**config.mk**
```make
export PLATFORM = sky130hd
export DESIGN_NAME = uart2_rx
export DESIGN_NICKNAME = d
export VERILOG_FILES = /design/src/rtl/uart2_pkg.sv /design/src/rtl/uart2_rx_sync.sv /design/src/rtl/uart2_rx.sv
export SDC_FILE = /design/constraint.sdc
export NUM_CORES = 1
export LEC_CHECK = 0
export ABC_AREA = 1
export BUFFER_PORTS_ARGS = -buffer_cell sky130_fd_sc_hd__clkbuf_2
export CAP_MARGIN = 20
export CORE_MARGIN = 3
export CORE_UTILIZATION = 55
export DETAILED_ROUTE_END_ITERATION = 8
export PLACE_DENSITY = 0.74
export SLEW_MARGIN = 5
export SYNTH_ARGS = -nofsm -noshare
export SYNTH_HDL_FRONTEND = slang
export SYNTH_SLANG_ARGS = --single-unit
```
**constraint.sdc**
```tcl
create_clock -name clk_sis -period 1.53 [get_ports clk_sis]
set_input_delay 0.306 -clock clk_sis [delete_from_list [all_inputs] [get_ports clk_sis]]
set_output_delay 0.306 -clock clk_sis [all_outputs]
set_load 0.01 [all_outputs]
```
**src/rtl/uart2_pkg.sv**
```systemverilog
`default_nettype none
`timescale 1ns/1ps
// +----------------------------------------------------------------------+
// | uart2_pkg                                                            |
// | Shared UART2 definitions: FSM encodings, word width, parity helper.  |
// | Revision: 1.0                                                        |
// +----------------------------------------------------------------------+
package uart2_pkg;

   localparam int DATA_BITS = 8;

   typedef enum logic [2:0] {
      IDLE   = 3'd0,
      START  = 3'd1,
      DATA   = 3'd2,
      PARITY = 3'd3,
      STOP   = 3'd4
   } uart2_state_t;

   function automatic logic parity_even(input logic [DATA_BITS-1:0] data);
      return ^data;
   endfunction

endpackage
`default_nettype wire

```
**src/rtl/uart2_rx_sync.sv**
```systemverilog
`default_nettype none
`timescale 1ns/1ps
// +----------------------------------------------------------------------+
// | uart2_rx_sync                                                        |
// | Two-flop synchroniser for the serial line plus falling-edge detect.  |
// | Revision: 1.0                                                        |
// +----------------------------------------------------------------------+
module uart2_rx_sync (
   input  logic clk_sis,
   input  logic rst_n,
   input  logic rx,
   output logic rx_s,
   output logic fall
);

   logic r_meta;
   logic r_sync;
   logic r_sync_d;

   // All stages reset high so an idle line never looks like a start edge.
   always_ff @(posedge clk_sis or negedge rst_n) begin
      if (!rst_n) begin
         r_meta   <= 1'b1;
         r_sync   <= 1'b1;
         r_sync_d <= 1'b1;
      end else begin
         r_meta   <= rx;
         r_sync   <= r_meta;
         r_sync_d <= r_sync;
      end
   end

   assign rx_s = r_sync;
   assign fall = r_sync_d & ~r_sync;

endmodule
`default_nettype wire

```
**src/rtl/uart2_rx.sv**
```systemverilog
`default_nettype none
`timescale 1ns/1ps
// +----------------------------------------------------------------------+
// | uart2_rx                                                             |
// | UART2 receiver: 8E1 frames, mid-bit sampling, valid/ready output.    |
// | Revision: 1.0                                                        |
// +----------------------------------------------------------------------+
module uart2_rx
   import uart2_pkg::*;
#(
   parameter int CLKS_PER_BIT = 16
) (
   input  logic                 clk_sis,
   input  logic                 rst_n,
   input  logic                 rx2,
   output logic [DATA_BITS-1:0] data_out,
   output logic                 data_valid,
   input  logic                 data_ready,
   output logic                 parity_err,
   output logic                 frame_err,
   output logic                 overrun,
   output logic                 busy
);

   localparam int                 c_cnt_w    = $clog2(CLKS_PER_BIT);
   localparam logic [c_cnt_w-1:0] c_cnt_half = c_cnt_w'(CLKS_PER_BIT/2 - 1);
   localparam logic [c_cnt_w-1:0] c_cnt_last = c_cnt_w'(CLKS_PER_BIT - 1);
   localparam logic [c_cnt_w-1:0] c_cnt_one  = c_cnt_w'(1);
   localparam logic [2:0]         c_bit_last = 3'(DATA_BITS - 1);

   uart2_state_t         r_state,   w_state_next;
   logic [c_cnt_w-1:0]   r_cnt,     w_cnt_next;
   logic [2:0]           r_bit_cnt, w_bit_cnt_next;
   logic [DATA_BITS-1:0] r_shift,   w_shift_next;
   logic                 r_par_bad, w_par_bad_next;
   logic                 w_rx_s;
   logic                 w_fall;
   logic                 w_tick;
   logic                 w_deliver;
   logic                 w_fr_bad;
   logic                 w_accept;

   uart2_rx_sync u_sync (
      .clk_sis (clk_sis),
      .rst_n   (rst_n),
      .rx      (rx2),
      .rx_s    (w_rx_s),
      .fall    (w_fall)
   );

   assign w_tick   = (r_cnt == c_cnt_last);
   assign w_accept = data_valid & data_ready;
   assign busy     = (r_state != IDLE);

   always_ff @(posedge clk_sis or negedge rst_n) begin
      if (!rst_n) begin
         r_state   <= IDLE;
         r_cnt     <= '0;
         r_bit_cnt <= '0;
         r_shift   <= '0;
         r_par_bad <= 1'b0;
      end else begin
         r_state   <= w_state_next;
         r_cnt     <= w_cnt_next;
         r_bit_cnt <= w_bit_cnt_next;
         r_shift   <= w_shift_next;
         r_par_bad <= w_par_bad_next;
      end
   end

   always_comb begin
      w_state_next   = r_state;
      w_cnt_next     = r_cnt + c_cnt_one;
      w_bit_cnt_next = r_bit_cnt;
      w_shift_next   = r_shift;
      w_par_bad_next = r_par_bad;
      w_deliver      = 1'b0;
      w_fr_bad       = 1'b0;
      case (r_state)
         IDLE: begin
            w_cnt_next = '0;
            if (w_fall) w_state_next = START;
         end
         START: begin
            // Half a bit in: a line already back high was only a glitch.
            if (r_cnt == c_cnt_half) begin
               w_cnt_next     = '0;
               w_bit_cnt_next = '0;
               w_state_next   = w_rx_s ? IDLE : DATA;
            end
         end
         DATA: begin
            if (w_tick) begin
               w_cnt_next     = '0;
               w_shift_next   = {w_rx_s, r_shift[DATA_BITS-1:1]};
               w_bit_cnt_next = r_bit_cnt + 3'd1;
               if (r_bit_cnt == c_bit_last) w_state_next = PARITY;
            end
         end
         PARITY: begin
            if (w_tick) begin
               w_cnt_next     = '0;
               w_par_bad_next = w_rx_s ^ parity_even(r_shift);
               w_state_next   = STOP;
            end
         end
         STOP: begin
            if (w_tick) begin
               w_cnt_next   = '0;
               w_deliver    = 1'b1;
               w_fr_bad     = ~w_rx_s;
               w_state_next = IDLE;
            end
         end
         default: w_state_next = IDLE;
      endcase
   end

   // A word held unaccepted blocks delivery; the newcomer is dropped and flagged.
   always_ff @(posedge clk_sis or negedge rst_n) begin
      if (!rst_n) begin
         data_out   <= '0;
         data_valid <= 1'b0;
         parity_err <= 1'b0;
         frame_err  <= 1'b0;
         overrun    <= 1'b0;
      end else if (w_deliver) begin
         if (!data_valid || data_ready) begin
            data_out   <= r_shift;
            parity_err <= r_par_bad;
            frame_err  <= w_fr_bad;
            data_valid <= 1'b1;
            overrun    <= 1'b0;
         end else begin
            overrun    <= 1'b1;
         end
      end else if (w_accept) begin
         data_valid <= 1'b0;
         overrun    <= 1'b0;
      end
   end

endmodule
`default_nettype wire

```
==> summary.txt, run 1 <==
Distinct cell type count after synthesis: 25
Post-synthesis area per instance: 8.352 um^2
Max Cap Viol: 0
PortBufs: 16
Crit path DAT: 1160 ps
First-pass GRT wire length: 4830 um
Mapped Nets: 195
Hold WS: 43.76 ps
Vias in the first global route: 1161
Antenna cells: 0
Main synth FF type: dfrtp_1
Status: complete, no violations
CTS Sinks: 34
Max-slew headroom: 72.37%
DRC viols: 0
Largest net degree at the start of global routing: 20
F_max: 683.3 MHz
Initial core utilization: 60.63%
RSZ-0062 raised after global routing: true
Slew Limit Fails: 0
Die Ht: 59.43 um
Seq cells post-synth: 34
Number of flops mapped to enable cells by yosys: 0
CTS tree: yes
RR Startpoint: r_cnt[0]$_DFF_PN0_
IO Pins: 17
Slowest cell on the critical path: dfrtp_2
WL final: 2729 um
Vias per inst: 5.074
Setup CP Type: reg -> out
Max VDD drop: 0.001113 V
Clock Skew: 7.846 ps
Gr usage total: 18.71%
DRT iter0 DRCs: 56
Mapped cell area: 0.001570 mm^2
Total power: 1.910 mW
CP cell instances: nor2_4 > nand2_1 > clkbuf_2
Worst Setup Start Kind: flip-flop
Gr ovfl total: 0
Tcrit/Tclk final: 95.66%
Worst path max stage delay: 460 ps
Global placement routability congestion: 0.8395
Hold path start: rx2
Fin cells: 243
H-tree levels: 2
Placed cell count: 233
Crit. End Element: output port
Die width: 59.43 um
Post-layout util: 69.23%
Die ar.: 0.003532 mm^2
Reg2reg end: data_out[1]$_DFFE_PN0P_
Tmin final: 1464 ps
Antenna violations before repair: 0
Detail Route Antenna Nets: 0
Number of core rows: 18
Worst-Skew Late Latency: 340 ps
Worst-margin pin slew: 414.4 ps
Clock slew at reported path FFs: 100 ps
Share of layout cells above drive strength 1: 19.25%
Setup tns final: 0 ps
Core footprint: 0.002590 mm^2
R2r worst-path depth: 7
Sequential element share of the synthesized area: 54.42%
Layout area overhead: 14.18%
Min-Delay Endpoint: u_sync.r_meta$_DFF_PN1_
Yosys Warn Count: 0
Setup violators final: 0
1st-pass router iterations: 4
TritonCTS buffer count: 5
Mapped Cells: 188
Cell Pwr Density: 1065 mW/mm^2
Static Leak: 0.9522 nW
R2R Setup Slk: 100 ps
Worst-path fanout max: 4
Fin nets: 219
DR WL/cell: 11.23 um
Asr flop ratio synth: 100.0%
Final HPWL DP: 2061 um
Critical Path RT: 1220 ps
Root buffer cell: clkbuf_4
Hold Crit Depth: 1
Longest Clk Path Bufs: 2
Final Hold Vio Count: 0
Via count: 1233
Worst min path class: in -> reg
[stage by stage]
stage	worst slack, ps	instance area, um^2
floorplan	117.2	1570
global placement	147.7	1695
detailed placement	52.86	1695
CTS	36.40	1768
global route	-8.611	1793
finish	66.44	1793
[placed cells by master, fill, tap and decap left out]
master,count
nand2_1,65
dfrtp_1,30
inv_1,26
o21ai_0,25
clkbuf_2,16
nor2_1,10
clkbuf_4,5
nand3_1,4
a21oi_1,3
dfstp_2,3
nor2_4,2
nand2_2,2
ha_1,2
buf_4,2
nor2_2,1
nor3_1,1
nand3_2,1
xor2_1,1
or2_1,1
xnor2_1,1
a31oi_1,1
o31ai_2,1
mux2_4,1
nor3_2,1
ha_2,1
clkbuf_8,1
clkinv_2,1
clkbuf_1,1
dlygate4sd3_1,1
buf_6,1
buf_12,1
dfrtp_2,1
[what timing repair did]
item | CTS | global route
hold buffers | 1 | 0
setup buffers | 0 | 1
endpoints found under the setup margin | 1 | 15
hold endpoints to repair | 15 | 0
resized for setup | 1 | 5
pin swaps | 0 | 1
[worst max-delay path: cells and delay by family (launching register included)]
family                 cells  cell delay [ps]
buffers and inverters      1              130
and+or+nand+nor            2              230
DFF                        1              460
[cells in the mapped netlist, types with 2 or more instances]
master / n / area share (%)
a21oi_1: 3 / 0.96
o21ai_0: 25 / 8.0
ha_1: 3 / 2.4
nor2_1: 11 / 2.6
nand2_1: 65 / 16
nand2_2: 2 / 0.80
inv_1: 26 / 6.2
nand3_1: 4 / 1.3
dfrtp_1: 31 / 49
dfstp_2: 3 / 5.0
[power breakdown]
part / internal (mW) / switching, mW / total (mW)
combinational: 0.146 / 0.228 / 0.373
sequential: 0.964 / 0.0678 / 1.03
clock: 0.222 / 0.282 / 0.505
[layout make-up]
type,instances,area [um^2]
clock buffer,7,55.05
clock inverter,1,5.005
fill,216,797.0
inverter,26,97.59
multi-input combinational,124,605.6
sequential,34,855.8
tap,30,37.54
timing repair buffer,21,136.4
[state kept, by name, indices dropped and copies added (netlist names), 3 cells and up]
signal,count
data_out,8
r_bit_cnt,3
r_cnt,4
r_shift,8
r_state,3
[worst max path at each step]
stage	slack (ps)	startpoint	endpoint
after floorplan	120	r_cnt[0]$_DFF_PN0_	parity_err$_DFFE_PN0P_
after global routing	-9	r_cnt[0]$_DFF_PN0_	r_cnt[3]$_DFF_PN0_
after CTS	40	r_state[0]$_DFFE_PN0P_	busy
final	70	r_state[2]$_DFFE_PN0P_	busy
after detailed placement	50	r_cnt[0]$_DFF_PN0_	data_out[1]$_DFFE_PN0P_
after global placement	150	r_cnt[0]$_DFF_PN0_	frame_err$_DFFE_PN0P_
[logic make-up (layout without fill, tap and decap cells)]
group	Yosys count	in the layout	synth area share [%]
AND/OR/NAND/NOR	88	88	23.35
flip-flops	34	34	54.42
multiplexers	1	1	0.9559
XOR/XNOR	2	2	1.116
adder cells (fa/ha/maj)	3	3	2.391
buffers and inverters	30	55	7.967
AO/OA/AOI/OAI	30	30	9.801
[metal layers]
layer,wire (um),global-route usage (%),vias to the layer above
li1,-,-,630
met1,1324,23.55,559
met2,1192,28.71,39
met3,163,6.536,5
met4,48,8.738,0
met5,0,0,-
No activity file was read; power rests on OpenSTA's default activity.
==> run 2: changes to the inputs <==
--- a/config.mk
+++ b/config.mk
@@ -12,6 +12,7 @@
 export CORE_UTILIZATION = 55
 export DETAILED_ROUTE_END_ITERATION = 8
 export PLACE_DENSITY = 0.74
+export REMOVE_ABC_BUFFERS = 1
 export SLEW_MARGIN = 5
 export SYNTH_ARGS = -nofsm -noshare
 export SYNTH_HDL_FRONTEND = slang
==> constraint.sdc (replaced) <==
create_clock -name clk_sis -period 1.53 [get_ports clk_sis]
set_input_delay 0.0765 -clock clk_sis [delete_from_list [all_inputs] [get_ports clk_sis]]
set_output_delay 0.0765 -clock clk_sis [all_outputs]
set_load 0.01 [all_outputs]
==> summary.txt, run 2 (synthesized netlist as in run 1, its figures left out) <==
H-tree levels: 2
Leading registers by flop count: data_out (8), r_shift (8), r_cnt (4)
Global placement routability congestion: 0.8377
CP delay by family, top: flip-flops
Via count: 1202
DRT iter0 DRCs: 33
Cell Pwr Density: 1048 mW/mm^2
Worst-margin pin slew: 404.9 ps
Setup tns final: 0 ps
Worst-Skew Late Latency: 340 ps
Hold WS: 42.59 ps
Fin cells: 244
Buf+Inv Stages, Crit Path: 1
Most frequent cells in the layout: nand2_1 (65), dfrtp_1 (31), inv_1 (26), o21ai_0 (25), clkbuf_2 (16)
TritonCTS buffer count: 5
Max Cap Viol: 0
IO Pins: 17
Vias per inst: 4.926
Crit. End Element: flip-flop
Clock Skew: 15.89 ps
Die width: 59.43 um
Root buffer cell: clkbuf_4
Multi-input gate area: 606.8 um^2
DRC viols: 0
Setup CP Type: reg -> reg
Die Ht: 59.43 um
Clock slew at reported path FFs: 90 ps
Post-CTS Setup Repair Bufs: 0
First-pass GRT wire length: 4643 um
Static Leak: 0.9464 nW
Share of layout cells above drive strength 1: 18.69%
Vias in the first global route: 1074
CTS Sinks: 34
Post-layout util: 68.65%
Final Hold Vio Count: 0
F_max: 689.6 MHz
Reg area: 854.6 um^2
Status: complete, no violations
Setup violators final: 0
Placed cell count: 234
Commonest non-fill, non-tap cell in the layout: nand2_1
Gr ovfl total: 0
Initial core utilization: 60.63%
Core footprint: 0.002590 mm^2
WL final: 2673 um
Largest net degree at the start of global routing: 35
Slew Limit Fails: 0
Antenna violations before repair: 0
Final HPWL DP: 1928 um
Worst min path class: in -> reg
Slowest cell on the critical path: dfrtp_1
Gr usage total: 18.24%
Fin nets: 220
CP cell instances: ha_2 > nand3_2 > nor2_4 > nand2_2 > buf_4 > o21ai_0
Worst-path fanout max: 19
PortBufs: 16
Worst path max stage delay: 390 ps
Longest Clk Path Bufs: 2
CTS tree: yes
Die ar.: 0.003532 mm^2
Number of core rows: 18
DR WL/cell: 10.95 um
Max VDD drop: 0.001091 V
Fillcell total: 217
Layout area overhead: 13.23%
Tcrit/Tclk final: 94.78%
Antenna cells: 0
Detail Route Antenna Nets: 0
Worst Setup Start Kind: flip-flop
Max-slew headroom: 73.01%
Tmin final: 1450 ps
RSZ-0062 raised after global routing: true
Critical Path RT: 1770 ps
Crit path DAT: 1690 ps
1st-pass router iterations: 4
run 2: power breakdown:
| part | switching [mW] | internal [mW] |
|---|---|---|
| logic | 0.240 | 0.135 |
| clock network | 0.288 | 0.175 |
| registers | 0.0608 | 0.964 |
| total | 0.589 | 1.27 |
run 2: worst paths after layout:
kind                                              start                      end  slack, ps  depth (start not counted)
min in group asynchronous                         rst_n   parity_err$_DFFE_PN0P_        280                          3
max in group asynchronous                         rst_n  u_sync.r_meta$_DFF_PN1_        900                          3
worst max-delay path                 r_cnt[0]$_DFF_PN0_  data_out[4]$_DFFE_PN0P_         80                          6
worst max register to register       r_cnt[0]$_DFF_PN0_  data_out[4]$_DFFE_PN0P_         80                          6
worst min-delay path                         data_ready   data_valid$_DFFE_PN0P_         40                          4
worst min register to register  u_sync.r_meta$_DFF_PN1_    u_sync.rx_s$_DFF_PN1_        360                          0
run 2: worst register-to-register path: stages (launching register included):
cell and delay [ps]:
dfrtp_1 390, ha_2 220, nand3_2 150, nor2_4 160, nand2_2 70, buf_4 190
o21ai_0 190
run 2: routing by layer:
layer | track usage [%] | vias to the layer above | part of all wire [%] | wire (um)
met1 | 24.43 | 540 | 50 | 1329
met5 | 0 | - | 0 | 0
met3 | 6.536 | 5 | 4.9 | 132
li1 | - | 632 | - | -
met2 | 26.21 | 25 | 44 | 1176
met4 | 8.738 | 0 | 1.3 | 35
run 2: cell type report:
cell class / count / share of cell area (%)
sequential: 34 / 48.06
multi-input combinational: 124 / 34.13
timing repair buffer: 22 / 7.319
inverter: 26 / 5.489
clock buffer: 6 / 2.322
tap: 30 / 2.111
clock inverter: 2 / 0.5630
run 2: metrics by stage:
step | cell area [um^2] | total power [mW] | setup WS [ps]
final | 1778 | 1.863 | 79.92
after global routing | 1778 | 1.998 | -26.44
after CTS | 1762 | 1.852 | 72.05
after detailed placement | 1690 | 1.380 | 95.22
after global placement | 1690 | 1.366 | 158.1
after floorplan | 1543 | 1.279 | -192.8
run 2: repair_timing:
| action | CTS | global route |
|---|---|---|
| hold buffers | 2 | 0 |
| setup endpoints to repair | 0 | 14 |
| gates resized for setup | 0 | 4 |
| endpoints found under the hold margin | 32 | 0 |
==> run 3: changes to the inputs <==
--- a/config.mk
+++ b/config.mk
@@ -11,6 +11,7 @@
 export CORE_MARGIN = 3
 export CORE_UTILIZATION = 55
 export DETAILED_ROUTE_END_ITERATION = 8
+export HOLD_SLACK_MARGIN = 0.05
 export PLACE_DENSITY = 0.74
 export REMOVE_ABC_BUFFERS = 1
 export SLEW_MARGIN = 5
==> summary.txt, run 3 (synthesized netlist as in run 1, its figures left out) <==
Seq pwr share: 55.0%
Final HPWL DP: 1928 um
F_max: 690.0 MHz
Root buffer cell: clkbuf_4
GR Layer Usage met2: 26.21%
Worst-path fanout max: 19
Longest Clk Path Bufs: 2
IO Pins: 17
Design area: 0.001788 mm^2
Setup violators final: 0
Vias in the first global route: 1074
Crit path DAT: 1690 ps
M3 GR Usage: 6.536%
Largest net degree at the start of global routing: 35
Switching fraction of total power: 31.61%
Static Leak: 0.9506 nW
CTS tree: yes
Clk pwr share: 24.8%
Placed instance area: 0.001690 mm^2
Setup CP Type: reg -> reg
Critical Path RT: 1770 ps
Gr ovfl total: 0
DR WL/cell: 10.93 um
GR peak layer: met2
Buf+Inv Stages, Crit Path: 1
Initial core utilization: 60.63%
DRT iter0 DRCs: 37
Die ar.: 0.003532 mm^2
Dpl ws: 95.22 ps
Via count: 1203
Fillcell total: 216
CTS Sinks: 34
Most frequent cells in the layout: nand2_1 (65), dfrtp_1 (31), inv_1 (26), o21ai_0 (25), clkbuf_2 (16)
Antenna cells: 0
Fin nets: 221
Worst-Skew Late Latency: 340 ps
GR Util met1: 24.43%
Crit. End Element: flip-flop
Leading registers by flop count: data_out (8), r_shift (8), r_cnt (4)
Max VDD drop: 0.001091 V
Max-slew headroom: 73.01%
Worst Setup Start Kind: flip-flop
Tcrit/Tclk final: 94.72%
Commonest non-fill, non-tap cell in the layout: nand2_1
Placed cell count: 234
Cell Pwr Density: 1043 mW/mm^2
Worst min path class: in -> async
Global placement routability congestion: 0.8377
Share of layout cells above drive strength 1: 18.60%
Layout area overhead: 13.86%
Antenna violations before repair: 0
P_sw: 0.5894 mW
Fin cells: 245
Gr usage total: 18.24%
First-pass GRT wire length: 4643 um
Clock Skew: 15.89 ps
Comb power frac: 20.2%
WL final: 2679 um
Post-layout util: 69.03%
1st-pass router iterations: 4
Die Ht: 59.43 um
Slowest cell on the critical path: dfrtp_1
Post-CTS Setup Repair Bufs: 0
CP cell instances: ha_2 > nand3_2 > nor2_4 > nand2_2 > buf_4 > o21ai_0
Core footprint: 0.002590 mm^2
Vias per inst: 4.910
Die width: 59.43 um
RSZ-0062 raised after global routing: true
Worst path max stage delay: 390 ps
Internal Pwr Total: 1.275 mW
Final Hold Vio Count: 0
Clock slew at reported path FFs: 110 ps
H-tree levels: 2
Tmin final: 1449 ps
TritonCTS buffer count: 5
Number of core rows: 18
CP delay by family, top: flip-flops
Max Cap Viol: 0
PortBufs: 16
Total power: 1.865 mW
Worst-margin pin slew: 404.9 ps
Final worst slack: 80.74 ps
Detail Route Antenna Nets: 0
Status: complete, no violations
Slew Limit Fails: 0
DRC viols: 0
run 3: cell types whose count changed in the layout (fill, tap and decap cells not counted):
cell | previous run | this run
dlygate4sd3_1 | 2 | 3
run 3: power groups by stage:
stage / Clock [mW] / Combinational, mW / Sequential, mW
2_1_floorplan: 0 / 0.250 / 1.03
5_1_grt: 0.517 / 0.451 / 1.03
3_3_place_gp: 0 / 0.331 / 1.04
6_report: 0.463 / 0.376 / 1.02
4_1_cts: 0.484 / 0.348 / 1.02
3_5_place_dp: 0 / 0.340 / 1.04
run 3: layout make-up:
type / instances / area, um^2 / area share [%]
Sequential cell: 34 / 854.6 / 47.80
Multi-Input combinational cell: 124 / 606.8 / 33.94
Clock inverter: 2 / 10.01 / 0.5598
Timing Repair Buffer: 23 / 140.1 / 7.838
Tap cell: 30 / 37.54 / 2.099
Clock buffer: 6 / 41.29 / 2.309
Inverter: 26 / 97.59 / 5.458
run 3: stage by stage:
step	setup TNS, ps	hold slack (ps)
after floorplan	-1010	-219.1
after global placement	0	118.1
after detailed placement	0	128.7
after CTS	0	278.1
after global routing	-123.7	306.4
final	0	279.1
run 3: layer usage:
layer	routed length [um]	vias to the layer above	share of wire, %
met2	1176	25	44
met1	1334	539	50
li1	-	634	-
met3	132	5	4.9
met4	35	0	1.3
met5	0	-	0
run 3: path summary, 6_finish.rpt:
path                                               from                       to  slack, ps  depth (start not counted)
worst max register to register       r_cnt[0]$_DFF_PN0_  data_out[4]$_DFFE_PN0P_         80                          6
worst min register to register  u_sync.r_meta$_DFF_PN1_    u_sync.rx_s$_DFF_PN1_        360                          0
worst min-delay path                              rst_n   parity_err$_DFFE_PN0P_        280                          3
max in group asynchronous                         rst_n  u_sync.r_meta$_DFF_PN1_        900                          3
worst max-delay path                 r_cnt[0]$_DFF_PN0_  data_out[4]$_DFFE_PN0P_         80                          6
min in group clk_sis            u_sync.r_meta$_DFF_PN1_    u_sync.rx_s$_DFF_PN1_        360                          0
run 3: timing repair:
action,CTS,global route
endpoints found under the hold margin,33,0
endpoints found under the setup margin,0,14
gates resized for setup,0,4
hold buffers,3,0
run 3: worst min-delay path, delay by kind of cell:
kind,cells,cell delay (ps)
buffers and inverters,3,980
